`src/rtl/nibble_frame_sync.sv`:
```
`default_nettype none
// ============================================================================
//  Module      : nibble_frame_sync
//  Description : Hunts for a sync nibble in a 4-bit sliding window, confirms
//                frame alignment over repeated frames, then emits payload
//                nibbles with a strobe and index. Isolated sync losses are
//                bridged by a flywheel; persistent losses drop lock.
//  Revision    : 1.0 - initial release
// ============================================================================
module nibble_frame_sync #(
    parameter logic [3:0] SYNC_WORD = 4'b0110,
    parameter int         PAY_NIB   = 3,
    parameter int         LOCK_CNT  = 2,
    parameter int         MISS_CNT  = 2,
    localparam int        IDX_W     = (PAY_NIB > 1) ? $clog2(PAY_NIB) : 1
) (
    input  logic             clk,
    input  logic             reset,
    input  logic [3:0]       win,
    input  logic             win_valid,
    output logic [3:0]       data_out,
    output logic             data_valid,
    output logic [IDX_W-1:0] nib_idx,
    output logic             locked,
    output logic             sync_hit,
    output logic             sync_miss
);

    // Frame period in bits: one sync nibble plus the payload nibbles.
    localparam int FRAME_BITS = 4 * (PAY_NIB + 1);
    localparam int POS_W      = $clog2(FRAME_BITS);
    localparam int HIT_W      = $clog2(LOCK_CNT + 1);
    localparam int MIS_W      = $clog2(MISS_CNT + 1);

    localparam logic [POS_W-1:0] c_pos_last = POS_W'(FRAME_BITS - 1);
    localparam logic [HIT_W-1:0] c_lock_cnt = HIT_W'(LOCK_CNT);
    localparam logic [MIS_W-1:0] c_miss_cnt = MIS_W'(MISS_CNT);

    typedef enum logic [1:0] {
        S_HUNT    = 2'd0,
        S_CONFIRM = 2'd1,
        S_LOCKED  = 2'd2
    } state_t;

    state_t             r_state, w_state_nxt;
    logic [POS_W-1:0]   r_pos, w_pos_nxt, w_cur;
    logic [HIT_W-1:0]   r_hit_cnt, w_hit_nxt, w_hit_inc;
    logic [MIS_W-1:0]   r_miss_cnt, w_miss_nxt, w_miss_inc;
    logic [3:0]         r_data_out, w_data_nxt;
    logic [IDX_W-1:0]   r_nib_idx, w_idx_nxt, w_cur_idx;
    logic [POS_W-3:0]   w_quad;
    logic               r_data_valid, w_dv_nxt;
    logic               r_locked, w_locked_nxt;
    logic               r_sync_hit, w_hit_pulse;
    logic               r_sync_miss, w_miss_pulse;
    logic               w_frame_bnd, w_nib_bnd, w_sync_match;

    // Position the current bit would take if the frame counter advances.
    assign w_cur        = (r_pos == c_pos_last) ? '0 : r_pos + 1'b1;
    assign w_frame_bnd  = (w_cur == '0);
    assign w_nib_bnd    = (w_cur[1:0] == 2'b00) && !w_frame_bnd;
    assign w_quad       = w_cur[POS_W-1:2];
    assign w_cur_idx    = IDX_W'(w_quad - 1'b1);
    assign w_sync_match = (win == SYNC_WORD);
    assign w_hit_inc    = r_hit_cnt + 1'b1;
    assign w_miss_inc   = r_miss_cnt + 1'b1;

    // Next-state, counter and output decisions; everything holds unless a new bit arrived.
    always_comb begin
        w_state_nxt  = r_state;
        w_pos_nxt    = r_pos;
        w_hit_nxt    = r_hit_cnt;
        w_miss_nxt   = r_miss_cnt;
        w_data_nxt   = r_data_out;
        w_idx_nxt    = r_nib_idx;
        w_dv_nxt     = 1'b0;
        w_hit_pulse  = 1'b0;
        w_miss_pulse = 1'b0;
        if (win_valid) begin
            case (r_state)
                S_HUNT: begin
                    // First detection anchors the frame and counts as the first hit.
                    if (w_sync_match) begin
                        w_pos_nxt   = '0;
                        w_hit_nxt   = HIT_W'(1);
                        w_miss_nxt  = '0;
                        w_state_nxt = (LOCK_CNT == 1) ? S_LOCKED : S_CONFIRM;
                    end
                end
                S_CONFIRM: begin
                    w_pos_nxt = w_cur;
                    if (w_frame_bnd) begin
                        if (w_sync_match) begin
                            w_hit_pulse = 1'b1;
                            w_hit_nxt   = w_hit_inc;
                            if (w_hit_inc == c_lock_cnt) begin
                                w_state_nxt = S_LOCKED;
                                w_miss_nxt  = '0;
                            end
                        end else begin
                            // Alignment was a false start; resume hunting on the next bit.
                            w_state_nxt = S_HUNT;
                            w_hit_nxt   = '0;
                        end
                    end
                end
                S_LOCKED: begin
                    w_pos_nxt = w_cur;
                    if (w_nib_bnd) begin
                        w_data_nxt = win;
                        w_idx_nxt  = w_cur_idx;
                        w_dv_nxt   = 1'b1;
                    end else if (w_frame_bnd) begin
                        if (w_sync_match) begin
                            w_hit_pulse = 1'b1;
                            w_miss_nxt  = '0;
                        end else begin
                            w_miss_pulse = 1'b1;
                            if (w_miss_inc == c_miss_cnt) begin
                                w_state_nxt = S_HUNT;
                                w_hit_nxt   = '0;
                                w_miss_nxt  = '0;
                            end else begin
                                w_miss_nxt = w_miss_inc;
                            end
                        end
                    end
                end
                default: begin
                    w_state_nxt = S_HUNT;
                    w_hit_nxt   = '0;
                    w_miss_nxt  = '0;
                end
            endcase
        end
    end

    assign w_locked_nxt = (w_state_nxt == S_LOCKED);

    // State, counters and registered outputs; reset clears all of them at once.
    always_ff @(posedge clk or negedge reset) begin
        if (!reset) begin
            r_state      <= S_HUNT;
            r_pos        <= '0;
            r_hit_cnt    <= '0;
            r_miss_cnt   <= '0;
            r_data_out   <= '0;
            r_nib_idx    <= '0;
            r_data_valid <= 1'b0;
            r_locked     <= 1'b0;
            r_sync_hit   <= 1'b0;
            r_sync_miss  <= 1'b0;
        end else begin
            r_state      <= w_state_nxt;
            r_pos        <= w_pos_nxt;
            r_hit_cnt    <= w_hit_nxt;
            r_miss_cnt   <= w_miss_nxt;
            r_data_out   <= w_data_nxt;
            r_nib_idx    <= w_idx_nxt;
            r_data_valid <= w_dv_nxt;
            r_locked     <= w_locked_nxt;
            r_sync_hit   <= w_hit_pulse;
            r_sync_miss  <= w_miss_pulse;
        end
    end

    assign data_out   = r_data_out;
    assign data_valid = r_data_valid;
    assign nib_idx    = r_nib_idx;
    assign locked     = r_locked;
    assign sync_hit   = r_sync_hit;
    assign sync_miss  = r_sync_miss;

endmodule
`default_nettype wire

```
`config.mk`:
```
export PLATFORM = sky130hd
export DESIGN_NAME = nibble_frame_sync
export DESIGN_NICKNAME = d
export VERILOG_FILES = /design/src/rtl/nibble_frame_sync.sv
export SDC_FILE = /design/constraint.sdc
export NUM_CORES = 1
export LEC_CHECK = 0
export CORE_UTILIZATION = 50
export DETAILED_ROUTE_END_ITERATION = 8
export PLACE_DENSITY = 0.79
export SLEW_MARGIN = 20
export SYNTH_ARGS = -nofsm -noshare
export SYNTH_HDL_FRONTEND = slang
export SYNTH_SLANG_ARGS = --single-unit
```
`constraint.sdc`:
```
create_clock -name clk -period 2.4 [get_ports clk]
set_input_delay 0.36 -clock clk [delete_from_list [all_inputs] [get_ports clk]]
set_output_delay 0.36 -clock clk [all_outputs]
set_load 0.02 [all_outputs]
```
; Word level (Yosys, flattened, before mapping)
; Index checks and enable logic that the tools add are counted.
[word_totals]
reg_bits = 20
latch_bits = 0
ram_bits = 0
rom_bits = 0
output_inout_bits = 10
elab_cells = 83
n_memories = 0
[op_classes]
addsub = 4
mul = 0
div = 0
order_cmp = 0
n_eq_ne = 15
n_shift = 0
n_mux = 43
n_bitwise = 0
reduce_logical = 11
[op_table]
columns = operator, count
row1 = 2-bit 2-to-1 mux, 24
row2 = 2-bit one-hot mux with 3 select lines, 3
row3 = 2-bit inequality test (second input constant), 8
row4 = 7-bit AND reduction, 2
row5 = 1-bit 2-to-1 mux, 12
row6 = 2-bit == test (second input constant), 4
row7 = 4-bit 2-to-1 mux, 2
row8 = 4-bit one-hot mux with 2 select lines, 1
row9 = 3-bit AND reduction, 2
row10 = 2-bit by 1-bit adder with 2-bit output (second input constant), 2
row11 = 4-bit by 1-bit adder with 4-bit output (second input constant), 1
row12 = 4-bit by 3-bit == test with 1-bit output (second input constant), 1
row13 = 4-bit == test (second input constant), 1
row14 = 2-bit zero test, 2
row15 = 4-bit zero test, 1
row16 = 2-bit by 1-bit == test with 1-bit output (second input constant), 1
row17 = 1-bit one-hot mux with 2 select lines, 1
row18 = 2-bit nonzero test, 1
row19 = 2-bit OR reduction, 1
row20 = 2-bit by 1-bit subtractor with 2-bit output (second input constant), 1
row21 = 1-bit logical AND, 1
row22 = 1-bit zero test, 1

; Longest topological paths before layout
[logic_depth]
ltp_word = 9
ltp_mapped = 9

; Worst setup path after synthesis
; OpenSTA, ideal clock, no wires.
[synth_path]
path_type = register to register
from = register r_pos[0]
to = register r_miss_cnt[0]
arrival_ns = 1.958
required_time_ns = 2.275
slack_ns = 0.317
path_stages_with_launch = 10
synth_period_minus_slack_ns = 2.083
cell_sequence = dfrtp_1 ha_1 a21o_1 nand2_1 a21oi_1 ha_1 and2_1 o21ai_0 o21bai_1 mux2_2
[synth_via]
elab_chain_cells = 7
word_cells_on_any_way = 11
classes_between = 1 x add/sub / 4 x eq/ne / 1 x mux / 5 x reduce/logical
[synth_lines]
columns = item, line
row1 = "start, declared", 46  ; logic [POS_W-1:0] r_pos, w_pos_nxt, w_cur;
row2 = "start signal, assigned", 155  ; r_pos <= w_pos_nxt;
row3 = 4-bit by 1-bit adder with 4-bit output or 4-bit == test (tied branches), 59  ; assign w_cur = (r_pos == c_pos_last) ? '0 : r_pos + 1'b1;
row4 = 4-bit 2-to-1 mux (*), 59
row5 = 4-bit zero test, 60  ; assign w_frame_bnd = (w_cur == '0);
row6 = 1-bit zero test, 61  ; assign w_nib_bnd = (w_cur[1:0] == 2'b00) && !w_frame_bnd;
row7 = 1-bit logical AND, 61
row8 = 2-bit inequality test (no source line), -
row9 = 7-bit AND reduction (no source line) (*), -
row10 = "end signal, assigned", 157  ; r_miss_cnt <= w_miss_nxt;
row11 = "end, declared", 48  ; logic [MIS_W-1:0] r_miss_cnt, w_miss_nxt, w_miss_inc;
; Mark *: on every way between the ends. The rest lies on a longest branch, timed or not.
; A chain may end at the register's enable or synchronous reset.

; Worst setup path after layout
[layout_path]
from = register r_pos[1]
to = register r_hit_cnt[1]
[layout_via]
elab_chain_cells = 7
word_cells_on_any_way = 11
classes_between = 1 x add/sub / 4 x eq/ne / 1 x mux / 5 x reduce/logical
[layout_lines]
columns = item, line
row1 = 4-bit by 1-bit adder with 4-bit output or 4-bit == test (tied branches), 59
row2 = 4-bit 2-to-1 mux (*), 59
row3 = 4-bit zero test, 60
row4 = 1-bit zero test, 61
row5 = 1-bit logical AND, 61
row6 = 2-bit inequality test (no source line), -
row7 = 7-bit AND reduction (no source line) (*), -
row8 = "end signal, assigned", 156  ; r_hit_cnt <= w_hit_nxt;
row9 = "end, declared", 47  ; logic [HIT_W-1:0] r_hit_cnt, w_hit_nxt, w_hit_inc;
; Marks and branches as above.

==> summary.txt <==
Run status
  • Outcome: completed

Power and ir drop
  • PD cells: 736 nW/um^2
  • Sequential fraction of design power: 0.427
  • Maximum vdd drop: 0.000550 V
  • Leak Pwr: 0.000643 uW
  • Total power: 997 uW
  • Clock network power share: 0.279
  • Switch share: 0.320
  • Switching pwr: 319 uW
  • Comb pwr share: 0.294
  • Internal power: 678 uW

Worst setup path
  • Cell repeated most along the worst path: ha_2
  • Setup crit end kind: flop
  • Slowest stage delay, CP: 440 ps
  • Critical path class: flop to flop
  • WP data arrival: 2450 ps
  • Critical path fanouts, max: 5
  • Worst path cell trace: ha_2 -> a21o_1 -> nand2_1 -> a21oi_2 -> ha_2 -> and2_1 -> o21ai_0 -> a221o_1 -> mux2_1
  • Slowest cell on crit path: dfrtp_1
  • Required time worst endpoint: 2600 ps
  • Critical path startpoint category: flop

Synthesis
  • FFs w/ async S/R, synth: 1.00
  • Post-Syn Instances: 108
  • Yosys cell types: 34
  • Flop and latch count out of synthesis: 20
  • Top post-synthesis cells by area: dfrtp_1, ha_1, nand2_1, inv_1, nor2_1
  • Synth cell count leaders: nand2_1, dfrtp_1, ha_1, inv_1, nor2_1
  • Post-synthesis area per instance: 10.2 um^2
  • Netlist Area Pre-Place: 1100 um^2
  • Register area share after synthesis: 0.456
  • Yosys warns: 0
  • Net Count, Synth: 123
  • Post-synth EDFFs: 0
  • Synth top area share: 0.456
  • Main synth FF type: dfrtp_1
  • Most common cell in the synthesized netlist: nand2_1
  • Cell accounting for the most synthesized area: dfrtp_1

Placed design
  • GP Congestion: 0.849
  • DP HPWL: 1600 um
  • Number of port buffers: 16
  • Pre-CTS WS: 97.2 ps
  • Placed insts: 151
  • Post-DP Area: 1290 um^2

Drt
  • Met2 routed WL: 1030 um
  • ANT nets after route: 0
  • Routed WL: 2110 um
  • Top Metal Used: met4
  • DR iter-0 viols: 28
  • Wire length on met1: 964 um
  • Met3 wire length: 76 um
  • Drt pass-1 iters: 4
  • Via-to-Cell Ratio: 5.56
  • Residual DRC count: 0
  • Routed vias: 862
  • DR WL/cell: 13.6 um

Timing
  • Slack of the critical path: 146 ps
  • Least-Margin Pin Slew: 402 ps
  • Tcrit/Tclk final: 0.939
  • Max frequency: 0.444 GHz
  • Hold Vio Cnt, Final: 0
  • Max-Slew Margin vs Limit: 0.730
  • Setup violators final: 0
  • Clock skew: 6.99 ps
  • Setup TNS: 0 ps
  • Tmin final: 2250 ps
  • Max-slew violations: 0

Layout
  • Post-layout nets: 144
  • Final instance area: 1350 um^2
  • Share of layout cells above drive strength 1: 0.125
  • Layout area overhead: 23.4%
  • Diode count: 0
  • Final Non-Filler Cells: 155
  • Fillcell total: 163

Clocking
  • CTS buffer count: 3
  • Longest Clk Path Bufs: 2
  • Root Driver: clkbuf_4
  • H-Tree Depth: 1
  • TritonCTS clock tree: built
  • Clk_lat worst skew: 310 ps
  • Cts-stage hold buffer count: 0
  • Clk pin slew, worst setup/hold paths: 120 ps
  • Sink Count: 20

Die
  • Initial Util: 0.543
  • I/O pin cnt: 17
  • Area of the die: 2390 um^2
  • Rows: 16
  • Core area: 2020 um^2
  • Die span in x: 48.8 um
  • Chip height: 48.8 um

Global routing
  • Vias in the first global route: 866
  • Gr usage total: 0.204
  • First-pass GRT wire length: 3700 um
  • Antenna violations before repair: 0
  • Largest net degree at the start of global routing: 21
  • Total gr overflow: 0

Hold path
  • Min-delay worst type: input port to async pin

Run
  • Max Cap Viol: 0
[sequential cells by signal (all words and copies together), names as in the netlist]
name	flops
sync_miss	1
r_miss_cnt	2
r_pos	4
locked	1
nib_idx	2
data_valid	1
r_state	2
sync_hit	1
data_out	4
r_hit_cnt	2
[worst max-delay path: cells and delay by family, from the launching register on]
kind / cells / cell delay [ps]
AO/OA/AOI/OAI: 4 / 710
flip-flops: 1 / 440
AND/OR/NAND/NOR: 2 / 200
adder cells (fa/ha/maj): 2 / 460
multiplexers: 1 / 330
[cell type report]
| class | instances | area, um^2 | share of cell area |
|---|---|---|---|
| sequential | 20 | 502 | 0.371 |
| clock buffer | 3 | 22.5 | 0.0166 |
| tap | 27 | 33.8 | 0.0250 |
| multi-input combinational | 79 | 568 | 0.420 |
| clock inverter | 1 | 30.0 | 0.0222 |
| timing repair buffer | 17 | 168 | 0.124 |
| inverter | 8 | 30.0 | 0.0222 |
[cells by family (layout without fill, tap and decap cells)]
logic type	after synthesis	count (layout)	share of synthesized area
AOI/OAI and AO/OA	25	25	0.173
xor gates and xnor gates	1	1	0.00798
adders and majority gates	8	8	0.0912
buffers and inverters	9	29	0.0342
DFF	20	20	0.456
muxes	4	4	0.0410
and+or+nand+nor	41	41	0.196
[repair_timing]
action / CTS / global route
buffers inserted: 0 / 0
endpoints found under the setup margin: 0 / 4
gates resized for setup: 0 / 4
[path summary, 6_finish.rpt]
check | from | end | slack (ps) | cells past startpoint
worst min-delay path | reset | nib_idx[1] | 370 | 2
max in group asynchronous | reset | r_pos[0] | 1810 | 2
worst min register to register | data_out[2] | data_out[2] | 490 | 2
worst max-delay path | r_pos[1] | r_hit_cnt[1] | 150 | 9
worst max register to register | r_pos[1] | r_hit_cnt[1] | 150 | 9
min in group clk | data_out[2] | data_out[2] | 490 | 2
[cell usage in the layout (no fill, tap or decap), types with 2 or more instances in the layout]
| master | netlist | final |
|---|---|---|
| nand2_1 | 21 | 21 |
| dfrtp_1 | 20 | 19 |
| clkdlybuf4s50_1 | 0 | 16 |
| inv_1 | 8 | 8 |
| nor2_1 | 7 | 7 |
| ha_1 | 8 | 6 |
| o21ai_0 | 4 | 4 |
| a21o_1 | 3 | 3 |
| clkbuf_4 | 0 | 3 |
| nand3_1 | 2 | 2 |
| nand4b_1 | 2 | 2 |
| o31a_1 | 2 | 2 |
| a21oi_1 | 3 | 2 |
| mux2_2 | 2 | 2 |
| nor4_2 | 2 | 2 |
| mux2_1 | 2 | 2 |
| o21bai_1 | 2 | 2 |
| o31ai_1 | 2 | 2 |
| ha_2 | 0 | 2 |
[metrics by stage]
stage                     hold slack (ps)  utilization
final                                 370        0.670
after global routing                  388        0.670
after CTS                             386        0.665
after detailed placement              462        0.639
after global placement                458        0.639
after floorplan                      64.4            -
[power groups by stage]
stage	Sequential, uW	Combinational (uW)	Clock (uW)
2_1_floorplan	422	213	0
3_3_place_gp	425	279	0
3_5_place_dp	429	286	0
4_1_cts	423	287	278
5_1_grt	434	331	291
6_report	426	293	278
[routing by layer]
layer | vias to the layer above | global-route usage
li1 | 420 | -
met1 | 408 | 0.252
met2 | 29 | 0.356
met3 | 5 | 0.0280
met4 | 0 | 0.0882
met5 | - | 0
Power figures use the tool's default switching activity.
